<file path="config.mk">
export PLATFORM = sky130hd
export DESIGN_NAME = survival_timer
export DESIGN_NICKNAME = d
export VERILOG_FILES = /design/src/rtl/survival_timer.sv
export SDC_FILE = /design/constraint.sdc
export NUM_CORES = 1
export LEC_CHECK = 0
export ABC_CLOCK_PERIOD_IN_PS = 2200
export BUFFER_PORTS_ARGS = -buffer_cell sky130_fd_sc_hd__buf_2
export CORE_ASPECT_RATIO = 1.5
export CORE_UTILIZATION = 45
export DETAILED_ROUTE_END_ITERATION = 8
export PLACE_DENSITY_LB_ADDON = 0.25
export SYNTH_ARGS = -nofsm -noshare
export SYNTH_HDL_FRONTEND = slang
export SYNTH_HIERARCHICAL = 1
export SYNTH_SLANG_ARGS = --single-unit
export TNS_END_PERCENT = 50
</file>
<file path="constraint.sdc">
create_clock -name CLOCK_50 -period 2.2 [get_ports CLOCK_50]
set_input_delay 0.22 -clock CLOCK_50 [delete_from_list [all_inputs] [get_ports CLOCK_50]]
set_output_delay 0.22 -clock CLOCK_50 [all_outputs]
set_load 0.02 [all_outputs]
</file>
<file path="src/rtl/survival_timer.sv">
// Game-time counter: prescaled BCD run timer with start/stop/clear control,
// best-run latch and active-low 7-segment decode per digit.
module survival_timer_seg7 (
  input  logic [3:0] d,
  output logic [6:0] seg
);
  always_comb begin
    unique case (d)
      4'd0:    seg = 7'b100_0000;
      4'd1:    seg = 7'b111_1001;
      4'd2:    seg = 7'b010_0100;
      4'd3:    seg = 7'b011_0000;
      4'd4:    seg = 7'b001_1001;
      4'd5:    seg = 7'b001_0010;
      4'd6:    seg = 7'b000_0010;
      4'd7:    seg = 7'b111_1000;
      4'd8:    seg = 7'b000_0000;
      4'd9:    seg = 7'b001_1000;
      default: seg = 7'b100_0000;
    endcase
  end
endmodule

module survival_timer #(
  parameter int NUM_DIGITS     = 4,
  parameter int TICKS_PER_UNIT = 50_000_000,
  parameter bit SATURATE       = 1'b1
) (
  input  logic                      CLOCK_50,
  input  logic                      resetn,
  input  logic                      start,
  input  logic                      collided,
  input  logic                      clear,
  output logic [4*NUM_DIGITS-1:0]   time_bcd,
  output logic [4*NUM_DIGITS-1:0]   best_bcd,
  output logic [7*NUM_DIGITS-1:0]   hex_time,
  output logic [7*NUM_DIGITS-1:0]   hex_best,
  output logic                      running,
  output logic                      overflow,
  output logic                      new_best
);
  localparam int PW = $clog2(TICKS_PER_UNIT);
  localparam int DW = 4*NUM_DIGITS;
  localparam logic [PW-1:0] TMAX = PW'(TICKS_PER_UNIT-1);

  typedef enum logic [1:0] {IDLE, RUNNING, STOPPED} state_t;

  state_t          state_q, state_d;
  logic [PW-1:0]   presc_q, presc_d;
  logic [DW-1:0]   time_q, time_d, best_q, best_d, inc;
  logic            ovf_q, ovf_d, nb_q, nb_d, run_q, run_d, pend_q, pend_d;
  logic            tick, all9;

  // Single-cycle ripple increment; all9 is the carry out of the top digit.
  always_comb begin
    inc  = time_q;
    all9 = 1'b1;
    for (int i = 0; i < NUM_DIGITS; i++) begin
      if (all9) begin
        if (time_q[4*i +: 4] >= 4'd9) begin
          inc[4*i +: 4] = 4'd0;
        end else begin
          inc[4*i +: 4] = time_q[4*i +: 4] + 4'd1;
          all9          = 1'b0;
        end
      end
    end
  end

  always_comb begin
    state_d = state_q;
    presc_d = presc_q;
    time_d  = time_q;
    best_d  = best_q;
    ovf_d   = ovf_q;
    nb_d    = 1'b0;
    pend_d  = 1'b0;
    tick    = (state_q == RUNNING) && (presc_q == TMAX);

    // Best is judged the cycle after the stop, against the frozen count.
    // Digits never exceed 9, so a plain unsigned compare is MSD-first order.
    if (pend_q && (time_q > best_q)) begin
      best_d = time_q;
      nb_d   = 1'b1;
    end

    if (clear) begin
      state_d = IDLE;
      presc_d = '0;
      time_d  = '0;
      ovf_d   = 1'b0;
    end else begin
      unique case (state_q)
        IDLE: begin
          presc_d = '0;
          if (start) state_d = RUNNING;
        end
        RUNNING: begin
          if (collided) begin
            state_d = STOPPED;
            pend_d  = 1'b1;
          end else begin
            presc_d = tick ? '0 : presc_q + 1'b1;
            if (tick) begin
              if (all9) begin
                ovf_d  = 1'b1;
                time_d = SATURATE ? time_q : '0;
              end else begin
                time_d = inc;
              end
            end
          end
        end
        default: ;
      endcase
    end
    run_d = (state_d == RUNNING);
  end

  always_ff @(posedge CLOCK_50 or negedge resetn) begin
    if (!resetn) begin
      state_q <= IDLE;
      presc_q <= '0;
      time_q  <= '0;
      best_q  <= '0;
      ovf_q   <= 1'b0;
      nb_q    <= 1'b0;
      run_q   <= 1'b0;
      pend_q  <= 1'b0;
    end else begin
      state_q <= state_d;
      presc_q <= presc_d;
      time_q  <= time_d;
      best_q  <= best_d;
      ovf_q   <= ovf_d;
      nb_q    <= nb_d;
      run_q   <= run_d;
      pend_q  <= pend_d;
    end
  end

  assign time_bcd = time_q;
  assign best_bcd = best_q;
  assign running  = run_q;
  assign overflow = ovf_q;
  assign new_best = nb_q;

  for (genvar g = 0; g < NUM_DIGITS; g++) begin : g_seg
    survival_timer_seg7 u_time (.d(time_q[4*g +: 4]), .seg(hex_time[7*g +: 7]));
    survival_timer_seg7 u_best (.d(best_q[4*g +: 4]), .seg(hex_best[7*g +: 7]));
  end
endmodule

</file>
# [After elaboration in Yosys (flattened, before gate mapping)]
# Memories as Yosys holds them, arrays and structs flattened.
# Index checks and enable logic that the tools add are counted.
[totals] n_memories=8 regBits=64 word_cells=87 rom_bits=896 inputBits=5
[mem_list] memory="(name not given)" words=16 width=7 rd=1 rd_clocked_by_memory_dff=0 write_ports=0 line_no="8" source="unique case (d)"
[mem_list] memory="(name not given)" words=16 width=7 rd=1 rd_clocked_by_memory_dff=0 write_ports=0 line_no="8"
[mem_list] memory="(name not given)" words=16 width=7 rd=1 rd_clocked_by_memory_dff=0 write_ports=0 line_no="8"
[mem_list] memory="(name not given)" words=16 width=7 rd=1 rd_clocked_by_memory_dff=0 write_ports=0 line_no="8"
[mem_list] memory="(name not given)" words=16 width=7 rd=1 rd_clocked_by_memory_dff=0 write_ports=0 line_no="8"
[mem_list] memory="(name not given)" words=16 width=7 rd=1 rd_clocked_by_memory_dff=0 write_ports=0 line_no="8"
[mem_list] memory="2 more memories"
[op_classes] n_addsub=5 eq_ne=6 n_mux=36 n_reduce_logical=16 n_lt_le_gt_ge=5
[ops] op="$mux W16" n=5
[ops] op="$mux W26" n=3
[ops] op="$pmux W26 S2" n=1
[ops] op="$mux W4" n=7
[ops] op="$add A26 B1 Y26 const B" n=1
[ops] op="$eq A26 B26 Y1 const B" n=1
[ops] op="$add A4 B1 Y4 const B" n=4
[ops] op="$ge A4 B4 Y1 const B" n=4
[ops] op="$gt A16 B16 Y1" n=1
[ops] op="$mux W1" n=16
[ops] op="$reduce_and A5 Y1" n=3
[ops] op="$reduce_bool A2 Y1" n=6
[ops] op="$reduce_and A4 Y1" n=2
[ops] op="$mux W2" n=3
[ops] op="$eq A2 B1 Y1 const B" n=2
[ops] op="$pmux W2 S2" n=1
[ops] op="$ne A3 B3 Y1 const B" n=1
[ops] op="$reduce_bool A3 Y1" n=1
[ops] op="$logic_and A1 B1 Y1" n=2
[ops] op="$logic_not A2 Y1" n=1
[ops] op="$ne A2 B1 Y1 const B" n=1
[ops] op="$ne A2 B2 Y1 const B" n=1
[ops] op="$reduce_and A2 Y1" n=1

# [Depth between registers and ports, before layout]
# Gate-level depths: netlist of run 1.
[depth] depth_word=10 depth_mapped=8 ltp_nobuf=7

# [Hierarchy]
# The synthesis of run 1 kept the hierarchy.
[by_module_without_submodules] module="survival_timer" cells_per_inst=369 area_per_inst_um2=3656.0 instances=1
[by_module_without_submodules] module="survival_timer_seg7" cells_per_inst=24 area_per_inst_um2=205.2 instances=8

# [Least setup slack after synthesis of run 1]
# No wires, ideal clock.
[synth_path] path_kind="reg-to-reg" start="register best_q[13] (netlist: best_bcd[13])" end="register best_q[0] (netlist: best_bcd[0])" path_buffers=0 setup_time_ns=0.125 slack_ns=-0.334 arrival_ns=2.409 period_less_slack_ns=2.534 path_stages_with_launch=8 path_cell_list="dfrtp_1 inv_1 ha_1 nand4_1 or4_1 a21o_1 a31oi_4 mux2_2"
[synth_via] elab_chain_len=2
[synth_rtl] element="start, declared" line_no="50" source="logic [DW-1:0] time_q, time_d, best_q, best_d, inc;"
[synth_rtl] element="start signal, assigned" line_no="134" source="best_q <= best_d;"
[synth_rtl] element="$gt A16 B16 Y1" line_no="82" source="if (pend_q && (time_q > best_q)) begin"
[synth_rtl] element="$logic_and A1 B1 Y1" line_no="82"
# No other way between the ends.
# A chain may end at the register's enable or synchronous reset.

# [Worst setup path in the final report of run 1]
[layout_path] start="register time_q[10] (netlist: time_bcd[10])" end="register best_q[6] (netlist: best_bcd[6])"
[layout_via] elab_chain_len=2
[layout_rtl] element="start, declared" line_no="50"
[layout_rtl] element="start signal, assigned" line_no="133" source="time_q <= time_d;"
[layout_rtl] element="$gt A16 B16 Y1" line_no="82"
[layout_rtl] element="$logic_and A1 B1 Y1" line_no="82"
# No other way between the ends.

==> results of run 1 <==
critical path, delay by kind of cell, from the launching register on:
family,cells,cell delay (ns)
flops,1,0.43
mux,1,0.29
compound gates,2,0.39
buf+inv,1,0.16
simple gates,2,0.62
fa+ha+maj,1,0.27
area by class of cell:
type,count,area (µm²)
sequential,64,1630
timing repair buffer,162,1020
fill,997,4690
clock buffer,14,284
tap,150,188
clock inverter,2,35.0
inverter,57,216
multi-input combinational,415,3400
state kept, by name, indices dropped and copies added, names as in the netlist:
register and count:
state_q 2, new_best 1, time_bcd 16, best_bcd 16
running 1, overflow 1, pend_q 1, presc_q 26
per-stage QoR:
| stage | setup TNS [ns] | instance area (µm²) |
|---|---|---|
| 2_1_floorplan | -2.22 | 5440 |
| 3_3_place_gp | -0.592 | 6330 |
| 3_5_place_dp | -1.20 | 6330 |
| 4_1_cts | -0.921 | 6730 |
| 5_1_grt | -1.78 | 6780 |
| 6_report | -0.616 | 6780 |
repair_timing:
action,4_1_cts,5_1_grt
resized for setup,11,10
hold buffers,1,0
endpoints found under the setup margin,17,25
hold endpoints to repair,21,0
setup buffers,3,3
pin swaps,2,3
path summary, 6_finish.rpt:
path                                     startpoint  cells past startpoint                 endpoint  slack [ns]
min in group asynchronous                    resetn                      2   presc_q[1]$_DFFE_PN0P_        0.42
hold / removal                             collided                      2         pend_q$_DFF_PN0_        0.19
setup / recovery           time_bcd[10]$_DFFE_PN0P_                      7  best_bcd[6]$_DFFE_PN0P_       -0.08
max in group asynchronous                    resetn                      3  presc_q[15]$_DFFE_PN0P_        1.04
hold reg to reg                overflow$_DFFE_PN0P_                      2     overflow$_DFFE_PN0P_        0.50
setup reg to reg           time_bcd[10]$_DFFE_PN0P_                      7  best_bcd[6]$_DFFE_PN0P_       -0.08
report_power, final:
group          internal (mW)  switching, mW  total (mW)
combinational         0.0890          0.149       0.238
clock                  0.999          0.494        1.49
sequential              1.19        0.00856        1.20
total                   2.28          0.652        2.93
metal layers:
metal | routed length, µm | share of wire [%]
met5 | 0 | 0
met4 | 248 | 2.0
met3 | 378 | 3.1
met2 | 6620 | 54
met1 | 4910 | 40
kinds of logic (layout without fill, tap and decap cells):
family / after synthesis / count (layout)
AOI/OAI and AO/OA: 77 / 77
xor gates and xnor gates: 33 / 33
adders and majority gates: 69 / 69
buffers and inverters: 82 / 235
DFF: 64 / 64
muxes: 42 / 42
and+or+nand+nor: 194 / 194
layout by cell type (no fill, tap or decap), types with 3 or more instances in the layout:
cell	netlist	routed
or2_1	8	8
nand3b_1	4	4
nor2_1	58	58
dfrtp_1	64	41
dfrtp_2	0	23
nand4_1	15	15
buf_6	17	8
o22a_2	8	8
nand2b_1	4	4
ha_4	0	7
o21ai_0	7	6
o22ai_1	16	16
a21oi_1	16	16
mux2i_1	35	35
nor4_1	3	3
nor2b_1	6	6
buf_4	0	57
and4_1	4	4
clkbuf_16	0	9
nand2b_4	8	8
inv_1	57	51
buf_2	2	95
xor2_1	7	7
inv_2	0	5
a21oi_2	8	8
xnor2_1	26	26
nand3_1	12	12
nor3b_1	14	14
clkbuf_8	0	4
nand2_1	30	30
nor3_1	9	9
and3_1	4	4
mux2_4	0	6
ha_1	69	61
==> results.sh, run 1 <==
export IMPL_status="finished with violations"
export IMPL_violations="negative setup slack"
export IMPL_worstPathRequired_ns=2.41
export IMPL_finalHoldViolCount=0
export IMPL_dieArea_mm2=0.0122
export IMPL_detail_route_vias_per_cell=5.24
export IMPL_drt_first_pass_iters=4
export IMPL_worst_slack_ns=-0.0818
export IMPL_muxShareOfSynthArea_pct=8.10
export IMPL_place_congestion=0.836
export IMPL_port_buffers=95
export IMPL_path_cells="ha_4 > nand4_1 > or4_4 > a21o_1 > a31oi_4 > buf_6 > mux2_4"
export IMPL_finClkSkew_ns=0.00677
export IMPL_cts_inserted_buffers=9
export IMPL_p_leak_nw=3.01
export IMPL_pre_cts_ws_ns=-0.122
export IMPL_min_period_ns=2.28
export IMPL_clock_sinks=64
export IMPL_place_hpwl_um=9190
export IMPL_critPathKind="flip-flop to flip-flop"
export IMPL_drc=0
export IMPL_routed_wl_um=12200
export IMPL_grt_pass1_vias=4380
export IMPL_core_area_mm2=0.0115
export IMPL_grt_busiest_layer="met2"
export IMPL_tightest_slew_ns=0.713
export IMPL_report_final_slew_viol_count=0
export IMPL_synth_ff_type="dfrtp_1"
export IMPL_yosys_warnings=6
export IMPL_overflow=0
export IMPL_cts_tree="built"
export IMPL_end_kind="flip-flop"
export IMPL_die_w_um=90.6
export IMPL_synth_edf_count=0
export IMPL_postSynthAreaPerCell_um2=9.44
export IMPL_grt_max_degree=26
export IMPL_grtUsageTotal_pct=20.0
export IMPL_crit_slowest_cell="or4_4"
export IMPL_slowest_delay_ns=0.50
export IMPL_yosys_area_top_type="dfrtp_1"
export IMPL_rsz0062_at_grt="yes"
export IMPL_min_path_type="input port to flip-flop"
export IMPL_syn_num_nets=635
export IMPL_num_rows=48
export IMPL_antenna_cells=0
export IMPL_clock_latency_ns=0.33
export IMPL_ant_nets=0
export IMPL_synthDistinctLibCells=58
export IMPL_wire_per_inst_um=14.1
export IMPL_worst_ep_arrival_time_ns=2.49
export IMPL_io_pins=96
export IMPL_clockBufferDepth=2
export IMPL_yosys_cell_count_top_type="ha_1"
export IMPL_synthAdderAreaFrac_pct=16.3
export IMPL_layout_nets=783
export IMPL_ys_seq_elements=64
export IMPL_fp_dieH_um=135
export IMPL_synth_top_area_share_pct=30.2
export IMPL_area_delta_synth_final_pct=28.0
export IMPL_synth_compound_area_share_pct=10.6
export IMPL_synth_xor_area_share_pct=5.46
export IMPL_antenna_found_initial=0
export IMPL_power_density_mw_per_mm2=432
export IMPL_relSlewSlack_pct=52.4
export IMPL_initial_utilization_pct=46.2
export IMPL_clk_pin_slew_worst_paths_ns=0.05
export IMPL_p_total_mw=2.93
export IMPL_grtUsageMet1_pct=22.3
export IMPL_via_count=4528
export IMPL_layout_cells_non_filler=864
export IMPL_cp_max_fo=5
export IMPL_drive_gt1_share_pct=36.0
export IMPL_htree_levels=3
export IMPL_fin_crit_sh_pct=104
export IMPL_grt_pass1_wl_um=20200
export IMPL_max_cap_viol_count=0
export IMPL_yosys_top_cells_area="dfrtp_1 (30%), ha_1 (16%), mux2i_1 (6.6%), xnor2_1 (4.3%), nor2_1 (4.1%)"
export IMPL_ys_seq_area_share_pct=30.2
export IMPL_cts_root_buf="clkbuf_16"
export IMPL_met3_usage_pct=2.82
export IMPL_critical_path_startpoint_type="flip-flop"
export IMPL_drt_initial_drc_count=198
export IMPL_async_reset_ff_share_pct=100
export IMPL_ir_drop_v=0.000664
export IMPL_synth_top_cells_by_count="ha_1 (69), dfrtp_1 (64), nor2_1 (58)"
export IMPL_yosys_area_share_simple_pct=20.8
export IMPL_final_util_pct=59.1
export IMPL_use_met2_pct=38.7
export IMPL_fmax_mhz=438
export IMPL_setup_viol=13
export IMPL_postSynthCellCount=561
export IMPL_synth_top_family_by_area="simple AND/OR/NAND/NOR gates"
export IMPL_holdWs_ns=0.194
export IMPL_dp_cells=841
export IMPL_syn_cell_area_mm2=0.00530
Note: power is estimated with default switching activity, not from simulation.
==> run 2: changes to the inputs <==
Settings changed: PLACE_DENSITY_LB_ADDON 0.25 to 0.08.
==> run 2 against run 1 <==
Effect of this change:
- the flow still finishes with violations (negative setup slack)
- clock power fell by 17%
- sequential share of layout area rose by 0.11 points
- total power fell by 8.7%
- largest power group unchanged
- highest routed layer unchanged
==> results.sh, run 2 (same netlist as run 1, synthesis figures left out) <==
export IMPL_status="finished with violations"
export IMPL_antenna_cells=0
export IMPL_core_area_mm2=0.0115
export IMPL_m1WireLength_um=4980
export IMPL_clockBufferDepth=2
export IMPL_place_hpwl_um=9340
export IMPL_p_total_mw=2.68
export IMPL_p_leak_nw=2.99
export IMPL_cp_max_fo=6
export IMPL_tightest_slew_ns=0.786
export IMPL_layout_nets=785
export IMPL_largest_reg_flops=26
export IMPL_detail_route_vias_per_cell=5.16
export IMPL_final_area_mm2=0.00675
export IMPL_regMostFlops="presc_q"
export IMPL_end_kind="flip-flop"
export IMPL_min_path_type="input port to flip-flop"
export IMPL_drive_gt1_share_pct=36.2
export IMPL_cts_inserted_buffers=9
export IMPL_critPathKind="flip-flop to flip-flop"
export IMPL_placed_area_mm2=0.00636
export IMPL_initial_utilization_pct=46.2
export IMPL_grt_max_degree=41
export IMPL_reg2reg_slack_ns=-0.05
export IMPL_dieArea_mm2=0.0122
export IMPL_clock_sinks=64
export IMPL_drt_initial_drc_count=184
export IMPL_power_density_mw_per_mm2=396
export IMPL_area_delta_synth_final_pct=27.4
export IMPL_final_util_pct=58.8
export IMPL_ant_nets=0
export IMPL_antenna_found_initial=0
export IMPL_r2r_start="time_bcd[8]$_DFFE_PN0P_"
export IMPL_grtUsageTotal_pct=20.2
export IMPL_max_cap_viol_count=0
export IMPL_met2_length_um=6560
export IMPL_clk_pin_slew_worst_paths_ns=0.05
export IMPL_grt_pass1_vias=4296
export IMPL_violations="negative setup slack"
export IMPL_rsz0062_at_grt="yes"
export IMPL_r2r_end="best_bcd[14]$_DFFE_PN0P_"
export IMPL_mostFrequentLayoutCells="buf_2 (95), ha_1 (60), buf_4 (60)"
export IMPL_finalHoldViolCount=0
export IMPL_regArea_mm2=0.00163
export IMPL_cts_root_buf="clkbuf_16"
export IMPL_port_buffers=95
export IMPL_overflow=0
export IMPL_htree_levels=3
export IMPL_routed_wl_um=12000
export IMPL_clock_latency_ns=0.33
export IMPL_report_final_slew_viol_count=0
export IMPL_critical_path_startpoint_type="flip-flop"
export IMPL_dr_wl_met3_um=292
export IMPL_drt_first_pass_iters=4
export IMPL_cts_tree="built"
export IMPL_top_layer_used="met4"
export IMPL_ir_drop_v=0.000410
export IMPL_multi_input_area_mm2=0.00342
export IMPL_worstPathRequired_ns=2.41
export IMPL_io_pins=96
export IMPL_min_path_cells=2
export IMPL_num_rows=48
export IMPL_setup_viol=8
export IMPL_relSlewSlack_pct=47.5
export IMPL_fmax_mhz=444
export IMPL_drc=0
export IMPL_die_w_um=90.6
export IMPL_worst_ep_arrival_time_ns=2.46
export IMPL_min_from="collided"
export IMPL_wire_per_inst_um=13.9
export IMPL_finClkSkew_ns=0.00565
export IMPL_via_count=4465
export IMPL_worst_slack_ns=-0.0538
export IMPL_reg2reg_depth=7
export IMPL_nFillCells=1021
export IMPL_fin_crit_sh_pct=102
export IMPL_fp_dieH_um=135
export IMPL_grt_pass1_wl_um=20000
export IMPL_final_common_cell="buf_2"
export IMPL_place_congestion=0.815
export IMPL_min_period_ns=2.25
export IMPL_whs_endpoint="state_q[0]$_DFF_PN0_"
## run 2: power by group
part	total [mW]	internal, mW	switching (mW)
Clock	1.23	0.761	0.467
Sequential	1.20	1.19	0.00893
Combinational	0.248	0.0990	0.149
## run 2: how the worst max path moves through the flow
stage	slack [ns]	end	startpoint	cells past startpoint
final	-0.05	best_bcd[14]$_DFFE_PN0P_	time_bcd[8]$_DFFE_PN0P_	7
after global routing	-0.11	best_bcd[14]$_DFFE_PN0P_	time_bcd[14]$_DFFE_PN0P_	7
after CTS	-0.05	best_bcd[14]$_DFFE_PN0P_	time_bcd[9]$_DFFE_PN0P_	7
after detailed placement	-0.07	best_bcd[0]$_DFFE_PN0P_	best_bcd[11]$_DFFE_PN0P_	8
after global placement	-0.04	best_bcd[2]$_DFFE_PN0P_	time_bcd[5]$_DFFE_PN0P_	7
after floorplan	-0.15	best_bcd[10]$_DFFE_PN0P_	time_bcd[11]$_DFFE_PN0P_	6
## run 2: area by class of cell
cell class / instances / share of cell area (%)
Inverter: 57 / 3.17
Clock inverter: 1 / 0.0741
Tap cell: 150 / 2.78
Timing Repair Buffer: 164 / 15.5
Multi-Input combinational cell: 415 / 50.7
Clock buffer: 15 / 3.67
Sequential cell: 64 / 24.2
## run 2: repair_timing
| action | CTS | global route |
|---|---|---|
| gates resized for setup | 8 | 12 |
| endpoints found under the setup margin | 16 | 31 |
| endpoints found under the hold margin | 24 | 0 |
| buffers inserted | 3 | 2 |
| hold buffers | 1 | 0 |
| pin swaps | 1 | 3 |
## run 2: worst max-delay path, stage by stage (launching register included)
cell and delay (ns):
dfrtp_2 0.43, ha_4 0.26, nand4_1 0.11, or4_4 0.50, a21o_1 0.19, a31oi_4 0.18, buf_6 0.16, mux2_4 0.30
## run 2: stage by stage
stage	hold WS [ns]	setup TNS, ns	instances	setup WS (ns)
2_1_floorplan	-0.0756	-2.22	561	-0.150
3_3_place_gp	0.257	-0.210	844	-0.0397
3_5_place_dp	0.249	-0.623	844	-0.0675
4_1_cts	0.198	-0.364	864	-0.0497
5_1_grt	0.216	-1.61	866	-0.114
6_report	0.205	-0.313	866	-0.0538
## run 2: routing by layer
layer	vias up	GRT usage, %
met1	2149	22.9
met4	0	6.90
met3	15	2.87
met5	-	0
li1	2226	-
met2	75	38.2
==> run 3: changes to the inputs <==
Settings changed: GPL_TIMING_DRIVEN set to 0.
==> run 3 against run 2 <==
Effect of this change:
- the flow finishes with violations (negative hold slack, negative setup slack)
- clock-buffer cell count increased by 1
- global-route usage increased by 0.82 points
- combinational power decreased by 2%
- sequential share of layout area increased by 0.11 points
- via count increased by 0.72%
- non-clock buffer count decreased by 12
- sequential power about the same
- utilization decreased by 0.17 points
==> results.sh, run 3 (same netlist as run 1, synthesis figures left out) <==
export IMPL_mostFrequentLayoutCells="buf_2 (94), ha_1 (61), nor2_1 (58)"
export IMPL_r2r_start="time_bcd[11]$_DFFE_PN0P_"
export IMPL_status="finished with violations"
export IMPL_placed_area_mm2=0.00610
export IMPL_holdWs_ns=-0.00717
export IMPL_fmax_mhz=416
export IMPL_grt_pass1_vias=4447
export IMPL_relSlewSlack_pct=44.5
export IMPL_clock_sinks=64
export IMPL_drt_first_pass_iters=4
export IMPL_port_buffers=95
export IMPL_worst_slack_ns=-0.205
export IMPL_fin_crit_sh_pct=109
export IMPL_clk_pin_slew_worst_paths_ns=0.05
export IMPL_critPathLaunch="time_bcd[11]$_DFFE_PN0P_"
export IMPL_reg2reg_slack_ns=-0.20
export IMPL_reg2reg_depth=7
export IMPL_critPathKind="flip-flop to flip-flop"
export IMPL_worst_ep_arrival_time_ns=2.62
export IMPL_r2r_end="best_bcd[10]$_DFFE_PN0P_"
export IMPL_dieArea_mm2=0.0122
export IMPL_ir_drop_v=0.000434
export IMPL_drt_initial_drc_count=247
export IMPL_p_leak_nw=2.94
export IMPL_wire_per_inst_um=14.7
export IMPL_min_period_ns=2.40
export IMPL_cts_root_buf="clkbuf_16"
export IMPL_fp_dieH_um=135
export IMPL_report_final_slew_viol_count=0
export IMPL_violations="negative hold slack, negative setup slack"
export IMPL_drc=0
export IMPL_routed_wl_um=12600
export IMPL_layout_nets=773
export IMPL_clock_latency_ns=0.34
export IMPL_antenna_found_initial=0
export IMPL_final_common_cell="buf_2"
export IMPL_num_rows=48
export IMPL_area_delta_synth_final_pct=27.0
export IMPL_setup_viol=17
export IMPL_holdBufCountCts=0
export IMPL_via_count=4497
export IMPL_nFillCells=992
export IMPL_regMostFlops="presc_q"
export IMPL_tightest_slew_ns=0.832
export IMPL_finClkSkew_ns=0.00641
export IMPL_pre_cts_ws_ns=-0.392
export IMPL_end_kind="flip-flop"
export IMPL_power_density_mw_per_mm2=417
export IMPL_detail_route_vias_per_cell=5.27
export IMPL_worstPathRequired_ns=2.42
export IMPL_p_total_mw=2.81
export IMPL_io_pins=96
export IMPL_min_path_type="input port to asynchronous set/reset pin"
export IMPL_critPathCapture="best_bcd[10]$_DFFE_PN0P_"
export IMPL_rsz0062_at_grt="yes"
export IMPL_place_congestion=0.825
export IMPL_overflow=0
export IMPL_drive_gt1_share_pct=34.9
export IMPL_die_w_um=90.6
export IMPL_grtUsageTotal_pct=21.0
export IMPL_cts_tree="built"
export IMPL_finalHoldViolCount=22
export IMPL_initial_utilization_pct=46.2
export IMPL_grt_max_degree=65
export IMPL_critical_path_startpoint_type="flip-flop"
export IMPL_core_area_mm2=0.0115
export IMPL_htree_levels=3
export IMPL_cp_max_fo=4
export IMPL_largest_reg_flops=26
export IMPL_grt_pass1_wl_um=20800
export IMPL_place_hpwl_um=8900
export IMPL_antenna_cells=0
export IMPL_cts_inserted_buffers=9
export IMPL_final_area_mm2=0.00673
export IMPL_max_cap_viol_count=0
export IMPL_clockBufferDepth=2
export IMPL_ant_nets=0
[run 3: per-stage QoR]
step | setup TNS [ns] | hold WS, ns | cells | util [%]
2_1_floorplan | -2.22 | -0.0756 | 561 | -
3_3_place_gp | -7.48 | 0.479 | 806 | 53.2
3_5_place_dp | -7.94 | 0.386 | 806 | 53.2
4_1_cts | -2.79 | 0.0308 | 843 | 57.6
5_1_grt | -3.21 | 0.0703 | 854 | 58.7
6_report | -2.13 | -0.00717 | 854 | 58.7
[run 3: where the power goes]
group	switching (mW)	internal [mW]	total, mW
combinational	0.152	0.0900	0.242
clock	0.510	0.857	1.37
sequential	0.00971	1.19	1.20
total	0.672	2.14	2.81
[run 3: worst min-delay path by stage]
stage,cells after the start,start,endpoint
finish,1,resetn,presc_q[4]$_DFFE_PN0P_
floorplan,0,resetn,best_bcd[0]$_DFFE_PN0P_
global placement,2,overflow$_DFFE_PN0P_,overflow$_DFFE_PN0P_
CTS,1,resetn,presc_q[24]$_DFFE_PN0P_
global route,1,resetn,presc_q[24]$_DFFE_PN0P_
detailed placement,1,resetn,presc_q[1]$_DFFE_PN0P_
[run 3: final cells by class]
type	count	area (µm²)	area share [%]
Sequential cell	64	1630	24.3
Timing Repair Buffer	128	741	11.0
Inverter	57	214	3.18
Clock buffer	16	282	4.18
Tap cell	150	188	2.79
Multi-Input combinational cell	415	3450	51.2
Buffer	24	225	3.35
[run 3: worst max-delay path, stage by stage (launching register included)]
cell,delay [ns]
dfrtp_2,0.44
ha_4,0.28
nand4_1,0.14
or4_4,0.52
a21o_1,0.20
a31oi_4,0.25
buf_6,0.16
mux2_4,0.29
[run 3: layer usage]
| layer | share of wire, % | wire [µm] | GRT usage [%] |
|---|---|---|---|
| met5 | 0 | 0 | 0 |
| met4 | 2.4 | 306 | 9.95 |
| met3 | 2.8 | 358 | 2.53 |
| met2 | 54 | 6750 | 39.8 |
| met1 | 41 | 5160 | 22.9 |
[run 3: what timing repair did]
item,in CTS,in global routing
pin swaps,3,7
gates resized for setup,14,14
gates cloned,1,0
setup buffers,20,13
setup endpoints to repair,45,48
